### src/rtl/alu_op_sequencer.sv
// -----------------------------------------------------------------------------
// alu_op_sequencer
// Issue stage in front of an ArithmeticLogicUnit. Takes one ALU operation per
// valid/ready handshake, reads its operands from a small local register file,
// presents them to the ALU for exactly one ISSUE cycle and writes the ALU
// result back to the destination register at the end of that cycle. An op can
// be made conditional on one of the ALU's registered flags.
//
// Ports
//   Clock, Reset               clock, asynchronous active-low reset
//   ReqValid/ReqReady          request handshake
//   ReqFunSel, ReqSrcA/B,      op fields: function, operand registers,
//   ReqImmEn, ReqImm, ReqDst,  immediate select/value, writeback register,
//   ReqWF, ReqCondEn, ReqCond  flag-write request, conditional execution
//   AluA, AluB, AluFunSel,     operands/function/flag-write to the ALU
//   AluWF
//   AluOut, AluFlags           ALU result (combinational), flags {Z,C,N,O}
//   Done, Skipped              retire pulse; Skipped=1 when condition failed
//   RdSel, RdData              combinational debug read port
// -----------------------------------------------------------------------------
module alu_op_sequencer #(
  parameter int NREG   = 8,
  parameter int RSEL_W = 3
) (
  input  logic              Clock,
  input  logic              Reset,
  input  logic              ReqValid,
  output logic              ReqReady,
  input  logic [4:0]        ReqFunSel,
  input  logic [RSEL_W-1:0] ReqSrcA,
  input  logic [RSEL_W-1:0] ReqSrcB,
  input  logic              ReqImmEn,
  input  logic [31:0]       ReqImm,
  input  logic [RSEL_W-1:0] ReqDst,
  input  logic              ReqWF,
  input  logic              ReqCondEn,
  input  logic [1:0]        ReqCond,
  output logic [31:0]       AluA,
  output logic [31:0]       AluB,
  output logic [4:0]        AluFunSel,
  output logic              AluWF,
  input  logic [31:0]       AluOut,
  input  logic [3:0]        AluFlags,
  output logic              Done,
  output logic              Skipped,
  input  logic [RSEL_W-1:0] RdSel,
  output logic [31:0]       RdData
);

  typedef enum logic [1:0] {
    S_IDLE   = 2'd0,
    S_ISSUE  = 2'd1,
    S_RETIRE = 2'd2
  } state_e;

  state_e              state_q, state_d;
  logic [31:0]         regs_q [NREG];
  logic [31:0]         alu_a_q, alu_b_q;
  logic [4:0]          funsel_q;
  logic [RSEL_W-1:0]   dst_q;
  logic                wf_q, cond_en_q;
  logic [1:0]          cond_q;
  logic                done_q, skipped_q;
  logic                accept_s, issue_s, ok_s;
  logic [31:0]         wb_data_s;

  // Next-state logic and ready generation.
  always_comb begin
    state_d  = state_q;
    ReqReady = 1'b0;
    case (state_q)
      S_IDLE: begin
        ReqReady = 1'b1;
        if (ReqValid) begin
          state_d = S_ISSUE;
        end else begin
          state_d = S_IDLE;
        end
      end
      S_ISSUE: begin
        state_d = S_RETIRE;
      end
      S_RETIRE: begin
        ReqReady = 1'b1;
        if (ReqValid) begin
          state_d = S_ISSUE;
        end else begin
          state_d = S_IDLE;
        end
      end
      default: begin
        state_d = S_IDLE;
      end
    endcase
    accept_s = ReqValid & ReqReady;
  end

  // Condition evaluation, flag-write gating and writeback width merge.
  // AluWF is qualified by the live state so an async reset removes it at once.
  always_comb begin
    issue_s = (state_q == S_ISSUE);
    ok_s    = ~cond_en_q | AluFlags[cond_q];
    if (issue_s) begin
      AluWF = wf_q & ok_s;
    end else begin
      AluWF = 1'b0;
    end
    if (funsel_q[4]) begin
      wb_data_s = AluOut;
    end else begin
      // 16-bit ops only replace the low half of the destination.
      wb_data_s = {regs_q[dst_q][31:16], AluOut[15:0]};
    end
  end

  // FSM state register.
  always_ff @(posedge Clock or negedge Reset) begin
    if (!Reset) begin
      state_q <= S_IDLE;
    end else begin
      state_q <= state_d;
    end
  end

  // Request latch. Operands are captured at the accept edge; no register can
  // change between that edge and the end of ISSUE, so this equals reading the
  // file during ISSUE and keeps the ALU inputs glitch-free registers.
  always_ff @(posedge Clock or negedge Reset) begin
    if (!Reset) begin
      alu_a_q   <= 32'd0;
      alu_b_q   <= 32'd0;
      funsel_q  <= 5'd0;
      dst_q     <= '0;
      wf_q      <= 1'b0;
      cond_en_q <= 1'b0;
      cond_q    <= 2'd0;
    end else if (accept_s) begin
      alu_a_q   <= regs_q[ReqSrcA];
      alu_b_q   <= ReqImmEn ? ReqImm : regs_q[ReqSrcB];
      funsel_q  <= ReqFunSel;
      dst_q     <= ReqDst;
      wf_q      <= ReqWF;
      cond_en_q <= ReqCondEn;
      cond_q    <= ReqCond;
    end
  end

  // Retire pulse, raised for the cycle following ISSUE.
  always_ff @(posedge Clock or negedge Reset) begin
    if (!Reset) begin
      done_q    <= 1'b0;
      skipped_q <= 1'b0;
    end else begin
      done_q    <= issue_s;
      skipped_q <= issue_s & ~ok_s;
    end
  end

  // Register file with writeback at the closing edge of ISSUE.
  always_ff @(posedge Clock or negedge Reset) begin
    if (!Reset) begin
      for (int i = 0; i < NREG; i++) begin
        regs_q[i] <= 32'd0;
      end
    end else if (issue_s && ok_s) begin
      regs_q[dst_q] <= wb_data_s;
    end
  end

  assign AluA      = alu_a_q;
  assign AluB      = alu_b_q;
  assign AluFunSel = funsel_q;
  assign Done      = done_q;
  assign Skipped   = skipped_q;
  assign RdData    = regs_q[RdSel];

endmodule

### config.mk
export PLATFORM = sky130hd
export DESIGN_NAME = alu_op_sequencer
export DESIGN_NICKNAME = d
export VERILOG_FILES = /design/src/rtl/alu_op_sequencer.sv
export SDC_FILE = /design/constraint.sdc
export NUM_CORES = 1
export LEC_CHECK = 0
export ABC_AREA = 1
export BUFFER_PORTS_ARGS = -buffer_cell sky130_fd_sc_hd__buf_2
export CAP_MARGIN = 20
export CORE_UTILIZATION = 45
export DETAILED_ROUTE_END_ITERATION = 16
export GPL_ROUTABILITY_DRIVEN = 0
export REMOVE_ABC_BUFFERS = 1
export SYNTH_ARGS = -nofsm -noshare
export SYNTH_HDL_FRONTEND = slang
export SYNTH_SLANG_ARGS = --single-unit
### constraint.sdc
create_clock -name Clock -period 2.1 [get_ports Clock]
set_clock_uncertainty 0.1 [all_clocks]
set_input_delay 0.105 -clock Clock [delete_from_list [all_inputs] [get_ports Clock]]
set_output_delay 0.105 -clock Clock [all_outputs]
set_load 0.02 [all_outputs]
======== Word-level counts from Yosys, hierarchy flattened ========
Cells that the tools add are included.
storage, ports and cells
  flip-flop bits (word level) ............. 336
  input bits .............................. 93
  output and inout port bits .............. 105
  logic and storage cells ................. 63
cells by class
  order comparisons ....................... 6
  eq/ne operators ......................... 2
  mux-type cells .......................... 23
  bitwise operators ....................... 10
  reduce and logical (&&, ||, !) cells .... 4
operators by type and width
  cell                  count
  $bmux W32 S3          4
  $mux W32              11
  $bwmux W256           1
  $demux W32 S3         1
  $ge A4 B4 Y1 const B  4
  $not A3 Y4            4
  $lt A4 B1 Y1 const B  1
  $mux W1               4
  $pmux W2 S2           1
  $and A1 B1 Y1         3
  $lt A2 B3 Y1 const B  1
  $bmux W1 S2           1
  $eq A2 B1 Y1 const B  1
  $eq A2 B2 Y1 const B  1
  $logic_and A1 B1 Y1   2
  $logic_not A2 Y1      1
  $not A1 Y1            2
  $reduce_or A2 Y1      1
  $or A1 B1 Y1          1

======== Longest topological paths before layout ========
  depth in word-level cells ............... 6
  mapped depth ............................ 10
  gate-level depth less buffers ........... 9

======== Worst setup path before layout ========
No wires, ideal clock.
  kind .................................... reg-to-reg
  from .................................... register state_q[0]
  to ...................................... register alu_a_q[17] (netlist: AluA[17])
  library setup time ...................... 66 ps
  data arrival time ....................... 1390 ps
  required time ........................... 1934 ps
  path slack .............................. 544 ps
  cell stages (with the launch flop) ...... 8
  period minus slack after synthesis ...... 1556 ps
  path through ............................ dfrtp_1 -> inv_1 -> nand2_1 -> inv_2 -> buf_2 -> buf_2 -> nand3_1 -> nand2_1
on the way
  word-level cells in the longest chain between the ends .. 4
  elaborated cells on any way between the ends .. 5
  those cells by class .................... eq/ne: 1; mux: 1; bitwise: 1; reduce/logical: 2
RTL lines
  element                                                  line  text
  start: declaration                                       56    state_e state_q, state_d;
  start signal: assignment                                 121   state_q <= state_d;
  $eq A2 B2 Y1 / $logic_not A2 Y1 (equally long branches)  71    case (state_q)
  $reduce_or A2 Y1 (no source line) *                      --
  $mux W1 *                                                71
  via ReqReady                                             28    output logic ReqReady,
  $and A1 B1 Y1 *                                          95    accept_s = ReqValid & ReqReady;
  end signal: assignment                                   138   alu_a_q <= regs_q[ReqSrcA];
  end: declaration                                         58    logic [31:0] alu_a_q, alu_b_q;
The timed path passes the listed nets; every way through them passes the cells marked *.
A chain may end at the register's enable or synchronous reset.

======== Worst setup path in the final report ========
  from .................................... register regs_q[89] (netlist bit)
  to ...................................... output RdData[25]
on the way
  word-level cells in the longest chain between the ends .. 3
RTL lines
  element                                       line  text
  start: declaration                            57    logic [31:0] regs_q [NREG];
  start signal: indexed assignment              166   regs_q[dst_q] <= wb_data_s;
  $bmux W32 S3                                  175   assign RdData = regs_q[RdSel];
  $mux W32 (implied by the code) (2 in series)  175
  end: declaration                              47    output logic [31:0] RdData
No other way between the ends. The select of a mux whose other input is x is not followed.

==> implementation parameters <==
Parameter                              Value

Status
  Outcome ... finished, final reports clean

CTS
  CTS Buf Count ... 40
  Root buffer cell ... sky130_fd_sc_hd__clkbuf_16
  Clock sink count ... 335
  TritonCTS clock tree ... built
  H-tree depth ... 2
  Deepest clock path buffer count ... 3
  Clock insertion delay at the later pin of the skew report ... 0.57 ns
  Clock slew at reported path FFs ... 0.06 ns

Critical path
  Slowest-stage cell, CP ... sky130_fd_sc_hd__dfrtp_1
  Required time at the worst-slack endpoint ... 1.89 ns
  Ordered list of cells on the worst path ... inv_2 > a21oi_1 > o21ai_0 > nand2_1 > nor2_1 > a31oi_2 > buf_4
  Critical path class ... flop to output port
  Worst Setup Start Kind ... flop
  Worst path top cell family by delay ... compound AO/OA/AOI/OAI gates
  Critical Path Sink Type ... output port
  Sum of buffers and inverters on the critical path ... 2
  Delay contributed by the slowest stage of the critical path ... 0.39 ns
  Endpoint arrival time on the critical path ... 1.83 ns
  Maximum fanout count along the critical path ... 3

Routing
  Number of iterations in the first detailed-routing pass ... 6
  Number of remaining DRC errors ... 0
  Routed vias/inst ... 5.82
  Antenna viol nets, final ... 0
  DR vias ... 22984
  Initial drt markers ... 2369
  Total length of routed wires ... 79.6 mm
  Average wire length per cell after detail routing ... 20.2 um

Finish
  Layout filler cell count ... 4396
  Post-Route Utilization ... 55.6%
  Register Area ... 8390 um2
  Antenna fix cells ... 0
  Layout net count ... 3413
  Syn-to-layout area delta ... 20.9%
  Share of final-layout standard cells stronger than drive strength 1 ... 14.1%
  Multi-input gate area in the final layout ... 10800 um2

Power
  Worst-case vdd ir drop ... 0.000668 V
  Total design power ... 0.0291 W
  Power density over the cells ... 1140 nW/um2
  Leakage power total ... 12.5 nW

Die
  Top-level port count ... 198
  Horizontal die dimension ... 218 um
  Core Footprint ... 45700 um2
  Rows ... 78
  Floorplan die area ... 47600 um2
  Starting density of the core ... 46.0%
  Die height ... 218 um

Synthesis
  Adder-Cell Fraction of Synth Area ... 0%
  Cell Area, Synth ... 21000 um2
  Total of flip-flops plus latches after synthesis ... 335
  Synth cell types ... 28
  Compound-Gate Fraction of Synth Area ... 19.0%
  Combinational family with the most area after synthesis ... simple AND/OR/NAND/NOR gates
  Synthesis warning total ... 0
  Mean instance size in the synthesized netlist ... 6.73 um2
  Portion of netlist area occupied by mux cells ... 0%
  Synthesized instance count ... 3121
  Synthesized-area fraction occupied by xor and xnor cells ... 0%
  Area fraction in and, or, nand and nor cells after synthesis ... 31.7%
  Sequential share of the synthesized area ... 39.9%

Placed design
  Post-detail-place hpwl ... 50.3 mm
  Number of buffers inserted by port buffering ... 197

Job
  # Max-Cap Violations ... 0

STA
  Pin slew with the least headroom to its limit ... 0.942 ns
  Final setup violation count ... 0
  Slew margin rel. ... 37.0%
  F_max ... 0.491 GHz
  Number of hold violations in the final report ... 0
  Final Max Slew Viols ... 0
  Shortest clock period the worst path allows after layout ... 2.03 ns
  Final Cycle Share ... 96.9%

Global route
  Global-route wire length before repair ... 124 mm
  Largest net degree at the start of global routing ... 102
  Number of antenna violations at the first check in global routing ... 2
  Number of global-route vias before repair ... 21855
  Global route total overflow ... 0
  Total routing resource utilization after global routing ... 33.6%

Hold path
  Class of the tightest hold or removal check ... input pin to flop
==> tightest hold or removal path: stages <==
cell	delay, ns
sky130_fd_sc_hd__buf_4	0.21
sky130_fd_sc_hd__nand2_1	0.11
sky130_fd_sc_hd__nand3_1	0.06
sky130_fd_sc_hd__nand3_1	0.10
sky130_fd_sc_hd__nand2_1	0.06
==> where the power goes <==
part / leakage, nW / switching (W) / total, W / internal [W]
combinational: 7.49 / 0.00606 / 0.00967 / 0.00362
clock: 0.727 / 0.00291 / 0.00787 / 0.00496
sequential: 4.25 / 0.00253 / 0.0115 / 0.00899
==> per-layer routing <==
| layer | wire length [um] | GRT usage, % | vias to the layer above |
|---|---|---|---|
| met2 | 35800 | 53.1 | 1202 |
| met3 | 7460 | 5.80 | 212 |
| li1 | - | - | 10711 |
| met4 | 3240 | 14.7 | 2 |
| met1 | 33100 | 45.2 | 10857 |
| met5 | 10 | 0 | - |
==> cells in the mapped netlist <==
library cell | n | share of area, %
sky130_fd_sc_hd__nand2_1 | 939 | 17
sky130_fd_sc_hd__nand3_1 | 398 | 9.5
sky130_fd_sc_hd__o21ai_0 | 345 | 8.2
sky130_fd_sc_hd__dfrtp_1 | 335 | 40
sky130_fd_sc_hd__a21oi_1 | 235 | 5.6
sky130_fd_sc_hd__inv_1 | 210 | 3.8
sky130_fd_sc_hd__nor2_1 | 153 | 2.7
sky130_fd_sc_hd__clkbuf_1 | 123 | 2.2
sky130_fd_sc_hd__buf_2 | 79 | 1.9
sky130_fd_sc_hd__o21ai_1 | 76 | 1.8
sky130_fd_sc_hd__o211ai_1 | 73 | 2.6
sky130_fd_sc_hd__buf_1 | 29 | 0.52
sky130_fd_sc_hd__a31oi_1 | 26 | 0.77
sky130_fd_sc_hd__nand4_1 | 20 | 0.60
sky130_fd_sc_hd__or2_2 | 16 | 0.48
sky130_fd_sc_hd__nand2_2 | 14 | 0.42
sky130_fd_sc_hd__buf_4 | 13 | 0.46
sky130_fd_sc_hd__buf_6 | 7 | 0.38
sky130_fd_sc_hd__inv_2 | 7 | 0.13
sky130_fd_sc_hd__nand3_2 | 6 | 0.29
sky130_fd_sc_hd__nor2_2 | 4 | 0.12
sky130_fd_sc_hd__nor2_8 | 4 | 0.38
sky130_fd_sc_hd__nor2_4 | 3 | 0.16
sky130_fd_sc_hd__nand2_4 | 2 | 0.11
sky130_fd_sc_hd__inv_4 | 1 | 0.030
sky130_fd_sc_hd__nand2_8 | 1 | 0.095
sky130_fd_sc_hd__nand3b_4 | 1 | 0.095
sky130_fd_sc_hd__nor3_1 | 1 | 0.024
==> cell usage in the layout, fill, tap and decap left out <==
cell type and instances:
sky130_fd_sc_hd__inv_4 1, sky130_fd_sc_hd__nand2_4 2, sky130_fd_sc_hd__a21oi_2 5, sky130_fd_sc_hd__dlygate4sd3_1 89, sky130_fd_sc_hd__nand4_1 20, sky130_fd_sc_hd__clkbuf_8 8
sky130_fd_sc_hd__inv_8 1, sky130_fd_sc_hd__nand2_2 14, sky130_fd_sc_hd__clkbuf_1 6, sky130_fd_sc_hd__inv_1 199, sky130_fd_sc_hd__clkbuf_16 41, sky130_fd_sc_hd__o211ai_1 73
sky130_fd_sc_hd__nor3_1 1, sky130_fd_sc_hd__buf_4 105, sky130_fd_sc_hd__nand2_1 938, sky130_fd_sc_hd__dfrtp_1 333, sky130_fd_sc_hd__nand3_2 7, sky130_fd_sc_hd__a31oi_2 7
sky130_fd_sc_hd__nor2_8 4, sky130_fd_sc_hd__buf_2 183, sky130_fd_sc_hd__a31oi_1 18, sky130_fd_sc_hd__nor2_2 4, sky130_fd_sc_hd__buf_8 1, sky130_fd_sc_hd__a31oi_4 1
sky130_fd_sc_hd__nand2_8 2, sky130_fd_sc_hd__clkinv_2 8, sky130_fd_sc_hd__clkinv_1 1, sky130_fd_sc_hd__or2_2 16, sky130_fd_sc_hd__nor2_4 4, sky130_fd_sc_hd__dfrtp_2 2
sky130_fd_sc_hd__a21oi_1 230, sky130_fd_sc_hd__buf_12 29, sky130_fd_sc_hd__nand3_1 397, sky130_fd_sc_hd__inv_2 15, sky130_fd_sc_hd__nor2_1 152, sky130_fd_sc_hd__o21ai_0 341
sky130_fd_sc_hd__o21ai_1 80, sky130_fd_sc_hd__buf_6 1, sky130_fd_sc_hd__bufinv_16 9, sky130_fd_sc_hd__nand3b_4 1
==> final timing paths <==
check                                 from            to  slack [ns]  depth (start not counted)
worst max-delay path            regs_q[89]    RdData[25]        0.07                          7
max in group asynchronous            Reset   regs_q[113]        0.50                          3
worst min-delay path            ReqSrcA[1]      AluA[10]        0.04                          5
min in group asynchronous            Reset      AluB[17]        0.07                          3
worst min register to register    AluA[20]      AluA[20]        0.37                          2
worst max register to register  state_q[0]  AluFunSel[3]        0.14                          7
==> area by class of cell <==
type                    count  area share (%)
clock buffers              55            4.56
multi-input cells        2317            42.4
inverters                 218            3.24
repair buffers            408            12.6
well taps                 600            2.96
clock inverters            16            1.23
flip-flops and latches    335            33.0
==> registers in the layout, indices dropped and copies added (netlist names) <==
| register | cells |
|---|---|
| cond_q | 2 |
| Skipped | 1 |
| cond_en_q | 1 |
| regs_q | 256 |
| dst_q | 3 |
| wf_q | 1 |
| Done | 1 |
| AluFunSel | 5 |
| AluA | 32 |
| AluB | 32 |
| state_q | 1 |
==> stage by stage <==
stage | instance area (um2) | hold slack, ns | std cells | worst slack [ns] | setup TNS (ns)
6_report | 25400 | 0.0350 | 3949 | 0.0652 | 0
5_1_grt | 25400 | 0.0904 | 3949 | -0.0104 | -0.0123
4_1_cts | 25200 | 0.0141 | 3940 | 0.00952 | 0
3_5_place_dp | 22800 | -0.122 | 3780 | 0.163 | 0
3_3_place_gp | 22800 | -0.124 | 3780 | 0.226 | 0
2_1_floorplan | 19900 | -0.291 | 2870 | -1.13 | -219.03
==> cells by family after synthesis <==
| logic type | Yosys count |
|---|---|
| simple gates | 1562 |
| compound gates | 755 |
| buf+inv | 469 |
| flops | 335 |
==> timing repair <==
item / 4_1_cts / 5_1_grt
cloned: 0 / 0
hold endpoints to repair: 613 / 0
hold buffers: 89 / 0
setup endpoints to repair: 6 / 21
resized for setup: 9 / 26
setup buffers: 0 / 9
pin swaps: 0 / 4
Power figures use the tool's default switching activity.
